### config.mk
export PLATFORM = sky130hd
export DESIGN_NAME = fetch_sequencer
export DESIGN_NICKNAME = d
export VERILOG_FILES = /design/src/rtl/fetch_seq_pkg.sv /design/src/rtl/adder.sv /design/src/rtl/fetch_sequencer.sv
export SDC_FILE = /design/constraint.sdc
export NUM_CORES = 1
export LEC_CHECK = 0
export CAP_MARGIN = 20
export CELL_PAD_IN_SITES_DETAIL_PLACEMENT = 2
export CELL_PAD_IN_SITES_GLOBAL_PLACEMENT = 2
export CORE_AREA = 2 2 213 215
export CTS_BUF_LIST = sky130_fd_sc_hd__clkbuf_4 sky130_fd_sc_hd__clkbuf_8
export CTS_CLUSTER_DIAMETER = 50
export DETAILED_ROUTE_END_ITERATION = 8
export DIE_AREA = 0 0 215 217
export PLACE_DENSITY = 0.87
export REMOVE_ABC_BUFFERS = 1
export SETUP_SLACK_MARGIN = 0.05
export SLEW_MARGIN = 5
export SYNTH_ARGS = -nofsm -noshare
export SYNTH_HDL_FRONTEND = slang
export SYNTH_SLANG_ARGS = --single-unit
### constraint.sdc
create_clock -name clk -period 2.7 [get_ports clk]
set_input_delay 0.54 -clock clk [delete_from_list [all_inputs] [get_ports clk]]
set_output_delay 0.54 -clock clk [all_outputs]
set_load 0.1 [all_outputs]
### src/rtl/fetch_seq_pkg.sv
// Shared types and constants for the instruction fetch sequencer.
package fetch_seq_pkg;

  // Fetch FSM states.
  typedef enum logic [1:0] {
    S_IDLE,
    S_FETCH,
    S_KILL,
    S_HOLD
  } fetch_state_e;

  // Byte distance between sequential instructions.
  localparam int PC_INC = 4;

endpackage : fetch_seq_pkg

### src/rtl/adder.sv
// Plain N-bit adder; the sum wraps modulo 2^N with no carry out.
module adder #(
  parameter int N = 64
) (
  input  logic [N-1:0] a,
  input  logic [N-1:0] b,
  output logic [N-1:0] y
);

  assign y = a + b;

endmodule : adder

### src/rtl/fetch_sequencer.sv
// Instruction fetch sequencer: owns the PC, issues req/ack fetches to
// instruction memory, hands instructions to decode over valid/ready and
// applies branch redirects at any time, including mid-access.
// Optional build macro FETCH_SEQ_PERF_EN adds perf_fetched / perf_stall
// counters and their output ports.
module fetch_sequencer
  import fetch_seq_pkg::*;
#(
  parameter int             N        = 64,
  parameter int             INSTR_W  = 32,
  parameter logic [N-1:0]   RESET_PC = '0
) (
  input  logic               clk,
  input  logic               reset,
  input  logic               PCSrc_F,
  input  logic [N-1:0]       PCBranch_F,
  output logic               imem_req_F,
  output logic [N-1:0]       imem_addr_F,
  input  logic               imem_ack_F,
  input  logic [INSTR_W-1:0] imem_rdata_F,
  output logic               instr_valid_D,
  output logic [INSTR_W-1:0] instr_D,
  output logic [N-1:0]       pc_D,
  input  logic               instr_ready_D
`ifdef FETCH_SEQ_PERF_EN
  ,
  output logic [31:0]        perf_fetched,
  output logic [31:0]        perf_stall
`endif
);

  fetch_state_e       state_q, state_d;
  logic [N-1:0]       pc_q, pc_d;
  logic [N-1:0]       pending_q, pending_d;
  logic [N-1:0]       pc_out_q, pc_out_d;
  logic [INSTR_W-1:0] instr_q, instr_d;
  logic               valid_q, valid_d;
  logic               req_q, req_d;
  logic [N-1:0]       pc_inc;

  // Sequential next PC, wrapping at 2^N.
  adder #(.N(N)) u_pc_adder (
    .a (pc_q),
    .b (N'(PC_INC)),
    .y (pc_inc)
  );

  // Next-state and next-output computation for the fetch FSM.
  always_comb begin
    // NOTE: every signal gets a default hold value first so no path leaves it unassigned (no latches).
    state_d   = state_q;
    pc_d      = pc_q;
    pending_d = pending_q;
    pc_out_d  = pc_out_q;
    instr_d   = instr_q;
    valid_d   = valid_q;

    case (state_q)
      S_IDLE: begin
        if (PCSrc_F) pc_d = PCBranch_F;
        state_d = S_FETCH;
      end
      S_FETCH: begin
        if (imem_ack_F) begin
          if (PCSrc_F) begin
            // Response belongs to the wrong path: drop it, refetch at target.
            pc_d = PCBranch_F;
          end else begin
            instr_d  = imem_rdata_F;
            pc_out_d = pc_q;
            pc_d     = pc_inc;
            valid_d  = 1'b1;
            state_d  = S_HOLD;
          end
        end else if (PCSrc_F) begin
          // Request cannot be withdrawn; remember target until the ack drains it.
          pending_d = PCBranch_F;
          state_d   = S_KILL;
        end
      end
      S_KILL: begin
        if (imem_ack_F) begin
          pc_d    = PCSrc_F ? PCBranch_F : pending_q;
          state_d = S_FETCH;
        end else if (PCSrc_F) begin
          pending_d = PCBranch_F;
        end
      end
      S_HOLD: begin
        if (PCSrc_F) begin
          valid_d = 1'b0;
          pc_d    = PCBranch_F;
          state_d = S_FETCH;
        end else if (instr_ready_D) begin
          valid_d = 1'b0;
          state_d = S_FETCH;
        end
      end
      default: state_d = S_IDLE;
    endcase

    req_d = (state_d == S_FETCH) || (state_d == S_KILL);
  end

  // FSM state and registered outputs; synchronous reset clears everything.
  always_ff @(posedge clk) begin
    // NOTE: non-blocking assignments so all flops update from pre-edge values.
    if (reset) begin
      // NOTE: every register here is small control/datapath state, so all of it is reset.
      state_q   <= S_IDLE;
      pc_q      <= RESET_PC;
      pending_q <= '0;
      pc_out_q  <= '0;
      instr_q   <= '0;
      valid_q   <= 1'b0;
      req_q     <= 1'b0;
    end else begin
      state_q   <= state_d;
      pc_q      <= pc_d;
      pending_q <= pending_d;
      pc_out_q  <= pc_out_d;
      instr_q   <= instr_d;
      valid_q   <= valid_d;
      req_q     <= req_d;
    end
  end

  assign imem_req_F    = req_q;
  assign imem_addr_F   = pc_q;
  assign instr_valid_D = valid_q;
  assign instr_D       = instr_q;
  assign pc_D          = pc_out_q;

`ifdef FETCH_SEQ_PERF_EN
  logic [31:0] fetched_q, fetched_d;
  logic [31:0] stall_q, stall_d;

  // Count decode handshakes and memory wait cycles; both wrap at 2^32.
  always_comb begin
    fetched_d = fetched_q + 32'((state_q == S_HOLD) && instr_ready_D);
    stall_d   = stall_q +
                32'(((state_q == S_FETCH) || (state_q == S_KILL)) && !imem_ack_F);
  end

  // Performance counter registers.
  always_ff @(posedge clk) begin
    if (reset) begin
      fetched_q <= '0;
      stall_q   <= '0;
    end else begin
      fetched_q <= fetched_d;
      stall_q   <= stall_d;
    end
  end

  assign perf_fetched = fetched_q;
  assign perf_stall   = stall_q;
`endif

endmodule : fetch_sequencer

==> results of run 1 <==
==> cells in the final DEF, fill, tap and decap left out, drive strengths merged, types with 5 or more instances in the layout <==
cell           instances
clkdlybuf4s50         98
or3                   12
or2                    5
inv                   44
a22o                   5
xor2                   8
or4                    7
ha                     6
a21oi                258
nor3                  36
clkbuf                70
dfxtp                228
a31oi                 13
clkinv                10
and3                  12
mux2                   7
a221o                 18
a311oi                 8
o22ai                  6
a311o                  5
a22oi                 11
nor2b                  8
a211oi                18
nor4                  10
nand3                 41
a221oi                30
nor2                  66
nand4                 20
nand2                423
and2                   6
o21ai                 82
buf                  280
o211ai                10
bufinv                 6
==> where the power goes <==
group / internal [mW] / switching (mW) / leakage, nW
clock network: 2.74 / 1.80 / 0.599
logic: 0.952 / 2.35 / 3.58
registers: 3.56 / 0.180 / 1.86
total: 7.26 / 4.33 / 6.04
==> final cells by class <==
| type | instances | area share [%] |
|---|---|---|
| Multi-Input combinational cell | 1187 | 39.0 |
| Sequential cell | 228 | 28.1 |
| Timing Repair Buffer | 379 | 20.0 |
| Clock buffer | 69 | 5.57 |
| Tap cell | 600 | 4.62 |
| Clock inverter | 19 | 1.57 |
| Inverter | 45 | 1.05 |
| Antenna cell | 2 | 0.0308 |
==> flip-flops by register name (all words and copies together) (netlist names) <==
name / count
instr_D: 32
state_q: 2
imem_req_F: 1
imem_addr_F: 64
pc_D: 64
instr_valid_D: 1
pending_q: 64
==> metrics by stage <==
stage,cells,cell area (um2),hold WS (ns),util (%)
finish,2529,16300,0.233,36.4
global route,2528,16300,0.198,36.4
CTS,2525,16200,0.177,36.2
detailed placement,2434,15000,0.450,33.5
global placement,2434,15000,0.440,33.5
floorplan,1460,10900,0.428,-
==> timing repair <==
item,CTS,global route
endpoints found under the setup margin,7,17
pin swaps,5,2
buffers inserted,3,2
gates resized for setup,9,14
==> metal layers <==
metal / share of wire, % / up-vias / global-route usage, %
li1: - / 6199 / -
met1: 42 / 6744 / 27.1
met2: 49 / 375 / 39.8
met3: 5.4 / 109 / 4.98
met4: 3.0 / 2 / 8.18
met5: 0.022 / - / 0
==> kinds of logic after synthesis <==
| logic type | after synthesis | synth area share [%] |
|---|---|---|
| compound gates | 501 | 26.7 |
| mux | 11 | 1.04 |
| xor+xnor | 12 | 0.920 |
| simple gates | 657 | 24.9 |
| buf+inv | 175 | 5.80 |
| flops | 228 | 40.0 |
| fa+ha+maj | 6 | 0.657 |
==> worst max path at each step <==
| stage | end | slack [ns] | cells past startpoint |
|---|---|---|---|
| after floorplan | instr_D[0] | -3.32 | 5 |
| after global placement | imem_addr_F[60] | -0.08 | 7 |
| after detailed placement | imem_addr_F[60] | -0.11 | 7 |
| after CTS | imem_addr_F[57] | 0.05 | 8 |
| after global routing | imem_addr_F[57] | -0.06 | 8 |
| final | imem_addr_F[57] | 0.08 | 8 |
==> metrics, run 1 <==
status finished clean; Clock Skews 0.0209 ns; pin count of the biggest net entering global routing 142; Synth top cells by count 423 x nand2_1, 258 x a21oi_1, 228 x dfxtp_1, 108 x clkbuf_1, 80 x o21ai_0; initial core utilization between 20 and 30%; top cell type's share of synthesized area about 40%; final setup violation count 0; reg2reg setup slack 0.08 ns; CTS tree built; register area 4570 um2; Slew Viols, Final 0; IO Count 263; hold path depth 2; Sink Count between 200 and 250; Detail Route Antenna Nets 0; Worst path max stage delay between 0.5 and 0.6 ns; Setup WS post-layout 0.0775 ns; Cells after Synth 1590; Crit. End Element register; Top delay family on crit path simple AND/OR/NAND/NOR gates; setup TNS 0 ns; wire length per cell 21.5 um; Highest Clock Rate 381 MHz; Buffers on Ports approximately 260; Reg-to-Reg Start imem_addr_F[12]; CP cell instances buf_4 -> nand3_1 -> or4_4 -> nor3_2 -> buf_4 -> nand4_1 -> or3b_2 -> a311oi_2; fill count 5172; clk buf depth 3; worst-case vdd ir drop around 340 uV; worst slew pin tran roughly 0.76 ns; Total Routing Usage GR 22.6%; Reg clk slew, reported paths 0.07 ns; TritonCTS Buffers 48; critical path class reg2reg; DRT Pass-1 Iters 5; final hold vios 0; worst-case hold path end point pending_q[26]; count of unique library cells instantiated by Yosys 66; top cells by area, synth dfxtp_1 40%, nand2_1 14%, a21oi_1 11%; DRC 0; Design Power 11.6 mW; Detailed Route WL 54300 um; Bufs and invs on worst path 2; Initial DRC Count 774; CP startpoint imem_addr_F[12]; Die W 215 um; number of flops mapped to enable cells by yosys 0; Nets 1996; #FFs+latches synth 228; CP Launch Type register; post-DR vias/cell 5.31; Avg Cell Area, Syn 7.18 um2; number of global-route vias before repair 14800; DP Wirelength 36800 um; Most used DFF post-synth dfxtp_1; Pwr Density 712 nW/um2; Max Fanout on Critical Path 5; Yosys top cell by area dfxtp_1; cell row count 78; layout cells sized above 1 between 20% and 30%; cts hold-fix bufs 0; Root Buffer clkbuf_8; most frequent cell after synthesis nand2_1; Core Area 44700 um2; gr ovfl total 0; Die Y 217 um; # H-tree levels 2; Critical R2R Capture imem_addr_F[57]; Worst Hold Class in2reg; synthesis-to-finish area growth 42.5%; first-pass GRT wire length 83900 um; dpl ws -0.110 ns; FF-to-FF path depth 8; Final period util 97.1%; Worst Path Required 3.24 ns; area of the multi-input gates 6350 um2; insertion delay to the later sink of the worst-skew pair roughly 0.64 ns; HP Start reset; die area 46700 um2; gpl congestion 0.852; RSZ-0062 raised after global routing yes; initial antenna violation count 2; sequential area share after synthesis 40.0%; max-cap violations 0; ys async rst share 0%; Slowest-stage cell, CP or4_4; Synth Warn # 0; vias ~13000; synthesized area 11400 um2; min Tclk post-route between 2 and 3 ns; critical path's most frequent cell buf_4; static leakage 6.04 nW; arrival time at the worst endpoint 3.16 ns; Slew headroom 49.4%
Power figures use the tool's default switching activity.
==> run 2: changes to the inputs <==
--- a/config.mk
+++ b/config.mk
@@ -8,12 +8,13 @@
 export CAP_MARGIN = 20
 export CELL_PAD_IN_SITES_DETAIL_PLACEMENT = 2
 export CELL_PAD_IN_SITES_GLOBAL_PLACEMENT = 2
-export CORE_AREA = 2 2 213 215
+export CORE_AREA = 2 2 175 262
 export CTS_BUF_LIST = sky130_fd_sc_hd__clkbuf_4 sky130_fd_sc_hd__clkbuf_8
 export CTS_CLUSTER_DIAMETER = 50
 export DETAILED_ROUTE_END_ITERATION = 8
-export DIE_AREA = 0 0 215 217
+export DIE_AREA = 0 0 177 264
 export PLACE_DENSITY = 0.87
+export RECOVER_POWER = 50
 export REMOVE_ABC_BUFFERS = 1
 export SETUP_SLACK_MARGIN = 0.05
 export SLEW_MARGIN = 5
==> run 2 against run 1 <==
Critical path depth decreased by 1. Critical path type unchanged. Wire length is 1.7% higher. First-iteration DRC count shrank 25%.
==> metrics, run 2 (same netlist as run 1, synthesis figures left out) <==
status finished clean; gpl congestion 0.830 (-2.5%); Detailed Route WL 55200 um (+1.7%); insertion delay to the later sink of the worst-skew pair 0.61 ns (-0.03 ns); DRC 0 (unchanged); max-cap violations 0 (unchanged); worst slew pin tran 1.21 ns (+0.454 ns); Reg clk slew, reported paths 0.07 ns (about the same); CP Launch Type register; Slew Viols, Final 0 (unchanged); initial antenna violation count 5 (+3); Crit. End Element register; fill count 5285 (+2.2%); worst-case vdd ir drop 339 uV (+0.52%); Slew headroom 19.5% (-30 points); # H-tree levels 2 (unchanged); CTS tree built; final setup violation count 0 (unchanged); clk buf depth 3 (unchanged); commonest cells after routing, fill and taps aside 421 x nand2_1, 258 x a21oi_1, 226 x dfxtp_1, 106 x buf_4, 98 x clkdlybuf4s50_1; vias 13500 (+0.22%); arrival time at the worst endpoint 3.20 ns (+0.04 ns); Initial DRC Count 577 (-25%); first-pass GRT wire length 84400 um (+0.56%); Cells after DPL 2422 (-0.49%); min Tclk post-route 2.67 ns (+0.0519 ns); Detail Route Antenna Nets 0 (unchanged); IO Count 263 (unchanged); post-DR vias/cell 5.37 (+1.1%); initial core utilization 25.6% (+0.071 points); Post-Layout Inst Area 15500 um2 (-4.9%); register area 4570 um2 (about the same); Pwr Density 690 nW/um2 (-3.1%); Die W 177 um (-18%); Final period util 99.1% (+1.9 points); die area 46700 um2 (+0.16%); RSZ-0062 raised after global routing yes; number of global-route vias before repair 15100 (+2.2%); HP Start reset; final hold vios 0 (unchanged); hold slack 0.284 ns (+0.0517 ns); dpl cell area 14900 um2 (-0.10%); Worst Path Required 3.22 ns (-0.02 ns); cts hold-fix bufs 0 (unchanged); TritonCTS Buffers 44 (-8.3%); critical path class reg2reg; Worst path max stage delay 0.50 ns (-0.07 ns); Highest Clock Rate 374 MHz (-1.9%); static leakage 5.51 nW (-8.8%); Worst Hold Class in2reg; Design Power 10.7 mW (-7.9%); CP cell instances ha_4 -> nand4_4 -> or3_4 -> or3_4 -> or4_4 -> or4_4 -> a311oi_2; Reg-to-Reg Start imem_addr_F[3]; DRT Pass-1 Iters 5 (unchanged); wire length per cell 22.0 um (+2.5%); CP startpoint imem_addr_F[3]; Buffers on Ports 262 (unchanged); synthesis-to-finish area growth 35.4%; DP Wirelength 38100 um (+3.3%); Slowest-stage cell, CP or4_4; Nets 1998 (+0.10%); cell row count 95 (+22%); layout cells sized above 1 16.9% (-5.1 points); Total Routing Usage GR 22.8% (+0.20 points); area of the multi-input gates 6330 um2 (-0.30%); Setup WS post-layout 0.0255 ns (-0.0519 ns); Sink Count 228 (unchanged); Core Area 44600 um2 (-0.28%); Root Buffer clkbuf_8; Die Y 264 um (+22%); Max Fanout on Critical Path 3 (-2); gr ovfl total 0 (unchanged); Final Non-Filler Cells 2508 (-0.83%); commonest non-fill, non-tap cell in the layout nand2_1; pin count of the biggest net entering global routing 97 (-32%); dpl ws -0.124 ns (-0.0148 ns); Clock Skews 0.0336 ns (+0.0127 ns)
[run 2: changes by cell type in the layout (fill, tap and decap cells not counted), moves of 3 or more]
cell and change:
buf_4 -161, clkinv_2 -7, clkbuf_1 +86, buf_6 +3
clkbuf_4 +11, buf_12 -5, bufinv_16 -5, diode_2 +3
clkbuf_8 -10, clkbuf_2 +81
[run 2: worst paths after layout]
check,to,slack (ns),cells past startpoint
max reg2reg,imem_addr_F[60],0.03,7
min reg2reg,pc_D[19],0.45,2
max,imem_addr_F[60],0.03,7
min,pending_q[24],0.28,2
[run 2: stage by stage]
step	TNS, ns	utilization, %
3_5_place_dp	-0.124	33.5
3_3_place_gp	-0.0402	33.5
5_1_grt	-0.0273	34.7
4_1_cts	0	35.7
2_1_floorplan	-633.41	-
6_report	0	34.7
[run 2: what timing repair did]
action / CTS / global route
buffers inserted: 1 / 3
gates cloned: 0 / 1
pin swaps: 3 / 2
setup endpoints to repair: 11 / 70
resized for setup: 11 / 10
[run 2: metal layers]
layer  GRT usage, %  share of wire, %  vias to the layer above
met2           43.8                54                      365
met1           23.5                37                     6775
met4           11.0               4.0                        0
li1               -                 -                     6204
met5              0                 0                        -
met3           3.74               4.9                      115
[run 2: report_power, final]
part / switching (mW) / internal [mW] / total (mW)
combinational: 2.36 / 0.837 / 3.20
clock: 1.64 / 2.08 / 3.72
sequential: 0.178 / 3.56 / 3.74
[run 2: final cells by class]
cell class	instances	area share, %
clock inverters	6	0.388
inverters	45	1.12
clock buffers	70	5.50
diodes	5	0.0809
multi-input cells	1187	40.9
repair buffers	385	17.7
well taps	582	4.71
flip-flops and latches	228	29.5
[run 2: critical path, delay by kind of cell (launching register included)]
kind | cells | cell delay, ns
flip-flops | 1 | 0.35
AO/OA/AOI/OAI | 1 | 0.21
adder cells (fa/ha/maj) | 1 | 0.16
AND/OR/NAND/NOR | 5 | 1.89
==> run 3: changes to the inputs <==
--- a/config.mk
+++ b/config.mk
@@ -8,11 +8,11 @@
 export CAP_MARGIN = 20
 export CELL_PAD_IN_SITES_DETAIL_PLACEMENT = 2
 export CELL_PAD_IN_SITES_GLOBAL_PLACEMENT = 2
-export CORE_AREA = 2 2 175 262
+export CORE_AREA = 3 3 176 263
 export CTS_BUF_LIST = sky130_fd_sc_hd__clkbuf_4 sky130_fd_sc_hd__clkbuf_8
 export CTS_CLUSTER_DIAMETER = 50
 export DETAILED_ROUTE_END_ITERATION = 8
-export DIE_AREA = 0 0 177 264
+export DIE_AREA = 0 0 179 266
 export PLACE_DENSITY = 0.87
 export RECOVER_POWER = 50
 export REMOVE_ABC_BUFFERS = 1
==> run 3 against run 2 <==
Wire length is 0.34% higher. Count of clock-buffer cells in the layout fell by 3. Register-to-register slack about the same. Critical endpoint unchanged. First-iteration DRC count down 4.7%. Maximum frequency increased by 0.24%. Final area is 0.15% lower.
==> metrics, run 3 (same netlist as run 1, synthesis figures left out) <==
pin count of the biggest net entering global routing 98 (+1.0%); Nets 1996 (-0.10%); Total Routing Usage GR 22.1% (-0.69 points); DP Wirelength 37700 um (-1.0%); first-pass GRT wire length 83600 um (-0.92%); Post-Layout Inst Area 15400 um2 (-0.15%); static leakage 5.48 nW (-0.49%); Die W 179 um (+1.1%); final setup violation count 0 (unchanged); Die Y 266 um (+0.76%); DRC 0 (unchanged); hold slack 0.376 ns (+0.0918 ns); wire length per cell 22.2 um (+0.78%); commonest cells after routing, fill and taps aside 421 x nand2_1, 258 x a21oi_1, 224 x dfxtp_1, 108 x buf_4, 98 x clkdlybuf4s50_1; Slew headroom 19.4% (-0.073 points); gr ovfl total 0 (unchanged); Reg clk slew, reported paths 0.07 ns (about the same); Clock Skews 0.0485 ns (+0.0150 ns); commonest non-fill, non-tap cell in the layout nand2_1; layout cells sized above 1 16.9% (about the same); initial core utilization 25.9% (+0.27 points); Detailed Route WL 55400 um (+0.34%); Initial DRC Count 550 (-4.7%); Core Area 44100 um2 (-1.1%); post-DR vias/cell 5.43 (+1.2%); fill count 5217 (-1.3%); dpl cell area 14900 um2 (-0.60%); RSZ-0062 raised after global routing yes; Max Fanout on Critical Path 4 (+1); Slew Viols, Final 0 (unchanged); Buffers on Ports 262 (unchanged); DRT Pass-1 Iters 5 (unchanged); Worst Hold Class in2reg; CTS tree built; cts hold-fix bufs 0 (unchanged); clk buf depth 3 (unchanged); synthesis-to-finish area growth 35.2%; final hold vios 0 (unchanged); TritonCTS Buffers 44 (unchanged); Final period util 98.8% (-0.24 points); status finished clean; initial antenna violation count 5 (unchanged); vias 13600 (+0.73%); Crit. End Element register; CP Launch Type register; Highest Clock Rate 375 MHz (+0.24%); Worst Path Required 3.19 ns (-0.03 ns); max-cap violations 0 (unchanged); Root Buffer clkbuf_8; Pwr Density 686 nW/um2 (-0.54%); die area 47600 um2 (+1.9%); insertion delay to the later sink of the worst-skew pair 0.61 ns (about the same); worst-case vdd ir drop 361 uV (+6.6%); worst slew pin tran 1.21 ns (+0.00110 ns); Sink Count 228 (unchanged); # H-tree levels 2 (unchanged); IO Count 263 (unchanged); Detail Route Antenna Nets 0 (unchanged); min Tclk post-route 2.67 ns (-0.00643 ns); gpl congestion 0.824 (-0.76%); arrival time at the worst endpoint 3.16 ns (-0.04 ns); number of global-route vias before repair 15000 (-0.78%); critical path class reg2reg; cell row count 94 (-1.1%)
==> run 3: cell types whose count changed in the layout (fill, tap and decap cells not counted), sizes merged <==
| cell | before | now |
|---|---|---|
| buf | 118 | 120 |
| clkbuf | 239 | 232 |
| clkinv | 3 | 1 |
| clkinvlp | 3 | 4 |
| inv | 44 | 45 |
==> run 3: path summary, 6_finish.rpt <==
path	startpoint	endpoint	slack, ns	cells past startpoint
max	imem_addr_F[2]	imem_addr_F[60]	0.03	7
min	reset	pending_q[44]	0.38	2
max reg2reg	imem_addr_F[2]	imem_addr_F[60]	0.03	7
min reg2reg	pending_q[38]	pending_q[38]	0.45	2
==> run 3: power by group <==
group          internal, mW  switching, mW  leakage (nW)
clock                  2.02           1.62         0.459
combinational         0.844           2.37          3.16
sequential             3.56          0.177          1.86
==> run 3: routing by layer <==
layer  up-vias  part of all wire [%]  global-route usage (%)
li1       6195                     -                       -
met2       383                    54                    42.7
met3       133                   4.8                    3.58
met4         0                   3.8                    9.53
met5         -                     0                       0
met1      6846                    37                    23.2
==> run 3: cell type report <==
| class | instances | area, um2 | share of cell area [%] |
|---|---|---|---|
| Clock buffer | 67 | 822 | 5.32 |
| Sequential cell | 228 | 4570 | 29.6 |
| Tap cell | 576 | 721 | 4.67 |
| Clock inverter | 6 | 65.1 | 0.421 |
| Inverter | 45 | 169 | 1.09 |
| Antenna cell | 5 | 12.5 | 0.0810 |
| Timing Repair Buffer | 383 | 2720 | 17.6 |
| Multi-Input combinational cell | 1187 | 6360 | 41.2 |
==> run 3: what timing repair did <==
action,in CTS,in global routing
pin swaps,3,3
buffers inserted,5,3
gates cloned,0,1
setup endpoints to repair,10,31
resized for setup,7,19
==> run 3: per-stage QoR <==
step           TNS [ns]  utilization, %  total power, mW  setup slack, ns  cells
2_1_floorplan   -633.41               -             5.79            -3.32   1460
3_3_place_gp    -0.0910            33.7             6.92          -0.0910   2410
3_5_place_dp     -0.304            33.7             7.03           -0.223   2410
4_1_cts         -0.0401            35.9             10.8          -0.0401   2488
5_1_grt        -0.00717            35.0             11.1         -0.00717   2497
6_report              0            35.0             10.6           0.0320   2497
==> run 3: critical path: stages, from the launching register on <==
cell and delay (ns):
dfxtp_2 0.36, ha_4 0.16, nand4_4 0.11, or3_4 0.37, or3_4 0.38, or4_4 0.50, or4_4 0.50, a311oi_2 0.21
